$ cat config.mk
export PLATFORM = sky130hd
export DESIGN_NAME = multicycle_control_fsm_flat
export DESIGN_NICKNAME = d
export VERILOG_FILES = /design/src/rtl/multicycle_control_fsm_pkg.sv /design/src/rtl/multicycle_control_fsm_if.sv /design/src/rtl/multicycle_control_fsm_decode.sv /design/src/rtl/multicycle_control_fsm.sv /design/src/flat_wrapper.sv
export SDC_FILE = /design/constraint.sdc
export NUM_CORES = 1
export LEC_CHECK = 0
export CORE_MARGIN = 2
export CORE_UTILIZATION = 35
export DETAILED_ROUTE_END_ITERATION = 10
export HOLD_SLACK_MARGIN = 0.02
export PLACE_DENSITY = 0.78
export SLEW_MARGIN = 0
export SYNTH_ARGS = -nofsm -noshare
export SYNTH_HDL_FRONTEND = slang
export SYNTH_SLANG_ARGS = --single-unit
export TNS_END_PERCENT = 1
$ cat constraint.sdc
create_clock -name clk -period 1.8 [get_ports clk]
set_clock_uncertainty 0.15 [all_clocks]
set_input_delay 0.36 -clock clk [delete_from_list [all_inputs] [get_ports clk]]
set_output_delay 0.36 -clock clk [all_outputs]
set_load 0.02 [all_outputs]
$ cat src/rtl/multicycle_control_fsm_pkg.sv
// multicycle_control_fsm_pkg: opcodes, state encodings, control field codes and the DECODE dispatch helper.
package multicycle_control_fsm_pkg;
  localparam int OPCODE_W = 6;
  localparam int ALUOP_W = 2;
  localparam int STATE_W = 4;
  localparam logic [OPCODE_W-1:0] OP_RTYPE = 6'b000000;
  localparam logic [OPCODE_W-1:0] OP_LW = 6'b100011;
  localparam logic [OPCODE_W-1:0] OP_SW = 6'b101011;
  localparam logic [OPCODE_W-1:0] OP_BEQ = 6'b000100;
  localparam logic [OPCODE_W-1:0] OP_BNE = 6'b000101;
  localparam logic [OPCODE_W-1:0] OP_J = 6'b000010;
  localparam logic [OPCODE_W-1:0] OP_ADDI = 6'b001000;
  localparam logic [ALUOP_W-1:0] ALU_ADD = 2'b00;
  localparam logic [ALUOP_W-1:0] ALU_SUB = 2'b01;
  localparam logic [ALUOP_W-1:0] ALU_FUNCT = 2'b10;
  localparam logic [ALUOP_W-1:0] ALU_IMM = 2'b11;
  localparam logic [1:0] SRCB_RT = 2'b00;
  localparam logic [1:0] SRCB_FOUR = 2'b01;
  localparam logic [1:0] SRCB_IMM = 2'b10;
  localparam logic [1:0] SRCB_IMM_SH = 2'b11;
  localparam logic [1:0] PCSRC_ALU = 2'b00;
  localparam logic [1:0] PCSRC_ALUOUT = 2'b01;
  localparam logic [1:0] PCSRC_JUMP = 2'b10;
  typedef enum logic [STATE_W-1:0] {
    S_RESET, S_FETCH, S_DECODE, S_MEM_ADDR, S_MEM_RD, S_MEM_WB, S_MEM_WR,
    S_EXEC, S_R_WB, S_BRANCH, S_JUMP, S_IMM_EXEC, S_IMM_WB
  } state_t;
  typedef struct packed {
    logic pc_write;
    logic beq;
    logic bne;
    logic iord;
    logic mem_read;
    logic mem_write;
    logic ir_write;
    logic mem_to_reg;
    logic reg_dst;
    logic reg_write;
    logic alu_src_a;
    logic [1:0] alu_src_b;
    logic [ALUOP_W-1:0] alu_op;
    logic [1:0] pc_source;
    logic instr_done;
  } ctrl_t;
  // S_FETCH doubles as the "unsupported opcode" marker
  function automatic state_t dispatch(input logic [OPCODE_W-1:0] op);
    return op == OP_RTYPE ? S_EXEC :
           (op == OP_LW || op == OP_SW) ? S_MEM_ADDR :
           (op == OP_BEQ || op == OP_BNE) ? S_BRANCH :
           op == OP_J ? S_JUMP :
           op == OP_ADDI ? S_IMM_EXEC : S_FETCH;
  endfunction
endpackage

$ cat src/rtl/multicycle_control_fsm_if.sv
// multicycle_control_fsm_if: opcode/mem_ready in, datapath control out; mem_ready only with MEM_STALL_EN.
interface multicycle_control_fsm_if;
  import multicycle_control_fsm_pkg::*;
  logic [OPCODE_W-1:0] i_opcode;
`ifdef MEM_STALL_EN
  logic i_mem_ready;
`endif
  logic o_pc_write;
  logic o_beq;
  logic o_bne;
  logic o_iord;
  logic o_mem_read;
  logic o_mem_write;
  logic o_ir_write;
  logic o_mem_to_reg;
  logic o_reg_dst;
  logic o_reg_write;
  logic o_alu_src_a;
  logic [1:0] o_alu_src_b;
  logic [ALUOP_W-1:0] o_alu_op;
  logic [1:0] o_pc_source;
  logic o_illegal_op;
  logic o_instr_done;
  modport master (
`ifdef MEM_STALL_EN
    input i_mem_ready,
`endif
    input i_opcode,
    output o_pc_write, o_beq, o_bne, o_iord, o_mem_read, o_mem_write, o_ir_write,
    output o_mem_to_reg, o_reg_dst, o_reg_write, o_alu_src_a, o_alu_src_b, o_alu_op,
    output o_pc_source, o_illegal_op, o_instr_done
  );
  modport slave (
`ifdef MEM_STALL_EN
    output i_mem_ready,
`endif
    output i_opcode,
    input o_pc_write, o_beq, o_bne, o_iord, o_mem_read, o_mem_write, o_ir_write,
    input o_mem_to_reg, o_reg_dst, o_reg_write, o_alu_src_a, o_alu_src_b, o_alu_op,
    input o_pc_source, o_illegal_op, o_instr_done
  );
endinterface

$ cat src/rtl/multicycle_control_fsm_decode.sv
// multicycle_control_fsm_decode: pure combinational state -> control word; unreachable states give all zeros.
module multicycle_control_fsm_decode
  import multicycle_control_fsm_pkg::*;
(
  input  state_t i_state,
  input  logic   i_is_bne,
  input  logic   i_ready,
  output ctrl_t  o_ctrl
);
  // i_ready only drops below 1 in stall builds; it gates the side effects of memory states
  always_comb begin
    o_ctrl = '0;
    case (i_state)
      S_FETCH: begin
        o_ctrl.mem_read = 1'b1;
        o_ctrl.ir_write = i_ready;
        o_ctrl.pc_write = i_ready;
        o_ctrl.alu_src_b = SRCB_FOUR;
        o_ctrl.alu_op = ALU_ADD;
      end
      S_DECODE: begin
        o_ctrl.alu_src_b = SRCB_IMM_SH;
        o_ctrl.alu_op = ALU_ADD;
      end
      S_MEM_ADDR: begin
        o_ctrl.alu_src_a = 1'b1;
        o_ctrl.alu_src_b = SRCB_IMM;
        o_ctrl.alu_op = ALU_ADD;
      end
      S_MEM_RD: begin
        o_ctrl.mem_read = 1'b1;
        o_ctrl.iord = 1'b1;
      end
      S_MEM_WB: begin
        o_ctrl.reg_write = 1'b1;
        o_ctrl.mem_to_reg = 1'b1;
        o_ctrl.instr_done = 1'b1;
      end
      S_MEM_WR: begin
        o_ctrl.mem_write = 1'b1;
        o_ctrl.iord = 1'b1;
        o_ctrl.instr_done = i_ready;
      end
      S_EXEC: begin
        o_ctrl.alu_src_a = 1'b1;
        o_ctrl.alu_src_b = SRCB_RT;
        o_ctrl.alu_op = ALU_FUNCT;
      end
      S_R_WB: begin
        o_ctrl.reg_write = 1'b1;
        o_ctrl.reg_dst = 1'b1;
        o_ctrl.instr_done = 1'b1;
      end
      S_BRANCH: begin
        o_ctrl.alu_src_a = 1'b1;
        o_ctrl.alu_op = ALU_SUB;
        o_ctrl.pc_source = PCSRC_ALUOUT;
        o_ctrl.beq = !i_is_bne;
        o_ctrl.bne = i_is_bne;
        o_ctrl.instr_done = 1'b1;
      end
      S_JUMP: begin
        o_ctrl.pc_write = 1'b1;
        o_ctrl.pc_source = PCSRC_JUMP;
        o_ctrl.instr_done = 1'b1;
      end
      S_IMM_EXEC: begin
        o_ctrl.alu_src_a = 1'b1;
        o_ctrl.alu_src_b = SRCB_IMM;
        o_ctrl.alu_op = ALU_IMM;
      end
      S_IMM_WB: begin
        o_ctrl.reg_write = 1'b1;
        o_ctrl.instr_done = 1'b1;
      end
      default: o_ctrl = '0;
    endcase
  end
endmodule

$ cat src/rtl/multicycle_control_fsm.sv
// multicycle_control_fsm: multi-cycle MIPS main control (state register, next state, opcode-derived latches).
// Define MEM_STALL_EN to hold FETCH/MEM_RD/MEM_WR until i_mem_ready.
module multicycle_control_fsm
  import multicycle_control_fsm_pkg::*;
(
  input logic clk,
  input logic rst_n,
  multicycle_control_fsm_if.master bus
);
  state_t r_state;
  logic r_is_bne;
  logic r_is_sw;
  logic w_ready;
  ctrl_t w_ctrl;
`ifdef MEM_STALL_EN
  assign w_ready = bus.i_mem_ready;
`else
  assign w_ready = 1'b1;
`endif
  // opcode is only looked at in DECODE; branch and load/store flavour are remembered from there
  always_ff @(posedge clk or negedge rst_n) begin
    if (!rst_n) begin
      r_state <= S_RESET;
      r_is_bne <= 1'b0;
      r_is_sw <= 1'b0;
    end else begin
      if (r_state == S_DECODE) begin
        r_is_bne <= bus.i_opcode == OP_BNE;
        r_is_sw <= bus.i_opcode == OP_SW;
      end
      case (r_state)
        S_RESET:    r_state <= S_FETCH;
        S_FETCH:    r_state <= w_ready ? S_DECODE : S_FETCH;
        S_DECODE:   r_state <= dispatch(bus.i_opcode);
        S_MEM_ADDR: r_state <= r_is_sw ? S_MEM_WR : S_MEM_RD;
        S_MEM_RD:   r_state <= w_ready ? S_MEM_WB : S_MEM_RD;
        S_MEM_WR:   r_state <= w_ready ? S_FETCH : S_MEM_WR;
        S_EXEC:     r_state <= S_R_WB;
        S_IMM_EXEC: r_state <= S_IMM_WB;
        default:    r_state <= S_FETCH;
      endcase
    end
  end
  multicycle_control_fsm_decode u_decode (
    .i_state(r_state),
    .i_is_bne(r_is_bne),
    .i_ready(w_ready),
    .o_ctrl(w_ctrl)
  );
  assign bus.o_pc_write = w_ctrl.pc_write;
  assign bus.o_beq = w_ctrl.beq;
  assign bus.o_bne = w_ctrl.bne;
  assign bus.o_iord = w_ctrl.iord;
  assign bus.o_mem_read = w_ctrl.mem_read;
  assign bus.o_mem_write = w_ctrl.mem_write;
  assign bus.o_ir_write = w_ctrl.ir_write;
  assign bus.o_mem_to_reg = w_ctrl.mem_to_reg;
  assign bus.o_reg_dst = w_ctrl.reg_dst;
  assign bus.o_reg_write = w_ctrl.reg_write;
  assign bus.o_alu_src_a = w_ctrl.alu_src_a;
  assign bus.o_alu_src_b = w_ctrl.alu_src_b;
  assign bus.o_alu_op = w_ctrl.alu_op;
  assign bus.o_pc_source = w_ctrl.pc_source;
  assign bus.o_instr_done = w_ctrl.instr_done;
  assign bus.o_illegal_op = r_state == S_DECODE && dispatch(bus.i_opcode) == S_FETCH;
endmodule

$ cat src/flat_wrapper.sv
// flat-port wrapper written by rule: the top's interface ports become plain ports
module multicycle_control_fsm_flat import multicycle_control_fsm_pkg::*;
  (clk, rst_n, bus_i_opcode, bus_o_pc_write, bus_o_beq, bus_o_bne, bus_o_iord, bus_o_mem_read, bus_o_mem_write, bus_o_ir_write, bus_o_mem_to_reg, bus_o_reg_dst, bus_o_reg_write, bus_o_alu_src_a, bus_o_alu_src_b, bus_o_alu_op, bus_o_pc_source, bus_o_illegal_op, bus_o_instr_done);
  multicycle_control_fsm_if bus_i ();
  input logic clk;
  input logic rst_n;
  input wire logic [$bits(bus_i.i_opcode)-1:0] bus_i_opcode;
  output wire logic [$bits(bus_i.o_pc_write)-1:0] bus_o_pc_write;
  output wire logic [$bits(bus_i.o_beq)-1:0] bus_o_beq;
  output wire logic [$bits(bus_i.o_bne)-1:0] bus_o_bne;
  output wire logic [$bits(bus_i.o_iord)-1:0] bus_o_iord;
  output wire logic [$bits(bus_i.o_mem_read)-1:0] bus_o_mem_read;
  output wire logic [$bits(bus_i.o_mem_write)-1:0] bus_o_mem_write;
  output wire logic [$bits(bus_i.o_ir_write)-1:0] bus_o_ir_write;
  output wire logic [$bits(bus_i.o_mem_to_reg)-1:0] bus_o_mem_to_reg;
  output wire logic [$bits(bus_i.o_reg_dst)-1:0] bus_o_reg_dst;
  output wire logic [$bits(bus_i.o_reg_write)-1:0] bus_o_reg_write;
  output wire logic [$bits(bus_i.o_alu_src_a)-1:0] bus_o_alu_src_a;
  output wire logic [$bits(bus_i.o_alu_src_b)-1:0] bus_o_alu_src_b;
  output wire logic [$bits(bus_i.o_alu_op)-1:0] bus_o_alu_op;
  output wire logic [$bits(bus_i.o_pc_source)-1:0] bus_o_pc_source;
  output wire logic [$bits(bus_i.o_illegal_op)-1:0] bus_o_illegal_op;
  output wire logic [$bits(bus_i.o_instr_done)-1:0] bus_o_instr_done;
  assign bus_i.i_opcode = bus_i_opcode;
  assign bus_o_pc_write = bus_i.o_pc_write;
  assign bus_o_beq = bus_i.o_beq;
  assign bus_o_bne = bus_i.o_bne;
  assign bus_o_iord = bus_i.o_iord;
  assign bus_o_mem_read = bus_i.o_mem_read;
  assign bus_o_mem_write = bus_i.o_mem_write;
  assign bus_o_ir_write = bus_i.o_ir_write;
  assign bus_o_mem_to_reg = bus_i.o_mem_to_reg;
  assign bus_o_reg_dst = bus_i.o_reg_dst;
  assign bus_o_reg_write = bus_i.o_reg_write;
  assign bus_o_alu_src_a = bus_i.o_alu_src_a;
  assign bus_o_alu_src_b = bus_i.o_alu_src_b;
  assign bus_o_alu_op = bus_i.o_alu_op;
  assign bus_o_pc_source = bus_i.o_pc_source;
  assign bus_o_illegal_op = bus_i.o_illegal_op;
  assign bus_o_instr_done = bus_i.o_instr_done;
  multicycle_control_fsm u_core (.clk(clk), .rst_n(rst_n), .bus(bus_i));
endmodule
==> results.md <==
* Outcome: complete, but fails checks
* Failing checks: negative setup slack
* Cell taking the most area after synthesis: dfrtp_1
* Port bufs at 26
* Most common cell after layout, fill and taps aside: buf_4
* Critical Path AT at 1530 ps
* Post-synth EDFFs at 0
* Die area at 2000 µm²
* Clock root cell: clkbuf_4
* CTS buffer count at 3
* Number of clock sinks at 6
* Worst-margin pin slew at 378 ps
* Register area share after synthesis at 25.8%
* Initial Util at 38.2%
* Overall power at 1500 µW
* Final worst path period share at 113%
* Mapped Cells at 79
* PwrDens at 1410 nW/µm²
* Largest net degree at the start of global routing at 14
* Top Family by Delay on Critical Path: simple AND/OR/NAND/NOR gates
* Final net count at 131
* Crit path cell chain: or4b_4 -> nor3b_4 -> buf_6
* Yosys warning total at 0
* DRC at 0
* Largest stage delay on the critical path at 560 ps
* Slowest cell on crit path: or4b_4
* TritonRoute pass-1 iters at 4
* Die height at 44.8 µm
* Pins Over Slew Limit at 0
* R2r endpoint: u_core.r_is_sw$_DFFE_PN0P_
* Final hold vios at 0
* Worst r2r path cells at 3
* First-pass GRT wire length at 2.87 mm
* Routed Wire Length at 1.75 mm
* RSZ-0062 raised after global routing: true
* Maxcap violations at 0
* Vias in the first global route at 668
* Tmin final at 2040 ps
* I/O Pins at 27
* Synth area leaders: dfrtp_1 26%, nor2_1 7.1%, nand2b_1 5.4%
* Critical path class: flip-flop to primary output
* Final Wtd Congestion at 0.819
* Leak pwr at 0.000487 µW
* Antenna violations before repair at 0
* Setup TNS at -477 ps
* CTS max path bufs at 2
* Clock transition at path regs at 40 ps
* Syn Area/Cell at 7.36 µm²
* Worst Path Buf+Inv at 1
* Antenna diodes at 0
* R2R setup slack at 150 ps
* ANT nets after route at 0
* Worst Setup End Kind: primary output
* DR vias/cell at 5.54
* Std-Cell Rows at 14
* Core area at 1520 µm²
* Path length in cells of the critical path at 3
* CTS tree: done
* CP required at 1290 ps
* Final Setup Violations at 5
* Yosys reg bits at 6
* Clock Latency Late Sink at 240 ps
* Worst r2r src: u_core.r_state[3]$_DFF_PN0_
* Final WS setup at -237 ps
* DR iter-0 viols at 22
* Number of distinct library cells after synthesis at 34
* Hold Buf Count CTS at 0
* Netlist Area Pre-Place at 582 µm²
* WL per Instance at 12.8 µm
* HPWL after DPL at 1.38 mm
* Worst slew margin at 74.1%
* All-Layer GR Usage at 18.7%
* Share of the synthesized area in the top cell type at 25.8%
* Crit Path Max Fanout at 2
* Crit. Startpoint: u_core.r_state[3]$_DFF_PN0_
* Via count at 759
* Share of cells above drive strength 1 at 57.0%
* Most frequent cells in the layout: 29 x buf_4, 8 x buf_6, 7 x nor2_1
* Multi-input gate area at 480 µm²
* Max frequency at 491 MHz
* Total gr overflow at 0
* Syn_nets at 87
* Register area at 150 µm²
* Die Span X at 44.8 µm
* Area Growth Syn to Fin at 83.2%
* FILL cells at 136
* End of the critical path: bus_o_illegal_op
* Async S/R FF share, synth at 100%
* Startpoint Class: flip-flop
* Max VDD drop at 0.966 mV
* Synth Flop Type: dfrtp_1
* Hold WC Path Type: primary input to asynchronous set/reset pin
* H-Tree Depth at 1
## worst min path at each step
stage	cells after the start	startpoint	to	slack (ps)
6_report	1	rst_n	u_core.r_is_sw$_DFFE_PN0P_	210
5_1_grt	1	rst_n	u_core.r_state[0]$_DFF_PN0_	230
4_1_cts	1	rst_n	u_core.r_state[2]$_DFF_PN0_	220
3_5_place_dp	2	u_core.r_is_sw$_DFFE_PN0P_	u_core.r_is_sw$_DFFE_PN0P_	340
3_3_place_gp	2	u_core.r_is_sw$_DFFE_PN0P_	u_core.r_is_sw$_DFFE_PN0P_	330
2_1_floorplan	0	rst_n	u_core.r_is_bne$_DFFE_PN0P_	-90
## sequential cells by signal, summed over array words and instances, names as in the netlist
register / flops
u_core.r_is_bne: 1
u_core.r_is_sw: 1
u_core.r_state: 4
## Yosys cell counts, types with 2 or more instances
cell,n
nor2_1,11
a21oi_1,6
dfrtp_1,6
nand2b_1,5
nor3_1,5
inv_1,4
nand2_1,4
buf_2,3
buf_1,2
clkbuf_1,2
nand3_1,2
nand4_1,2
nor3b_1,2
nor4b_1,2
o21a_1,2
o21ai_0,2
o31ai_1,2
## per-layer routing
layer	track usage, %	up-vias	routed length (µm)
li1	-	379	-
met1	24.7	359	740
met2	32.8	21	935
met3	2.80	0	72
met4	3.53	0	0
met5	0	-	0
## where the power goes
group | internal, µW | switching, µW | total (µW)
Combinational | 553 | 626 | 1180
Sequential | 175 | 26.0 | 201
Clock | 75.1 | 43.9 | 119
## layout make-up
| class | count | share of cell area [%] |
|---|---|---|
| Clock buffer | 3 | 2.11 |
| Sequential cell | 6 | 14.1 |
| Timing Repair Buffer | 47 | 35.4 |
| Tap cell | 16 | 1.88 |
| Inverter | 4 | 1.41 |
| Multi-Input combinational cell | 61 | 45.1 |
## repair_timing
item | CTS | global route
setup buffers | 0 | 0
pin swaps | 4 | 5
resized for setup | 114 | 28
endpoints found under the setup margin | 21 | 19
## metrics by stage
stage,util (%),hold slack [ps],cells,area [µm²],setup slack [ps]
final,70.0,212,137,1070,-237
after global routing,70.0,227,137,1070,-279
after CTS,66.4,217,137,1010,-251
after detailed placement,66.0,342,134,1010,-1030
after global placement,66.0,335,134,1010,-1000
after floorplan,-,-85.6,79,622,-81.8
## cells by family (layout without fill, tap and decap cells)
family / Yosys count / in the layout / share of synthesized area [%]
AOI/OAI and AO/OA: 21 / 21 / 26.9
xor gates and xnor gates: 1 / 1 / 1.51
and+or+nand+nor: 39 / 39 / 36.1
buffers and inverters: 12 / 54 / 9.68
DFF: 6 / 6 / 25.8
Note: power is estimated with default switching activity, not from simulation.
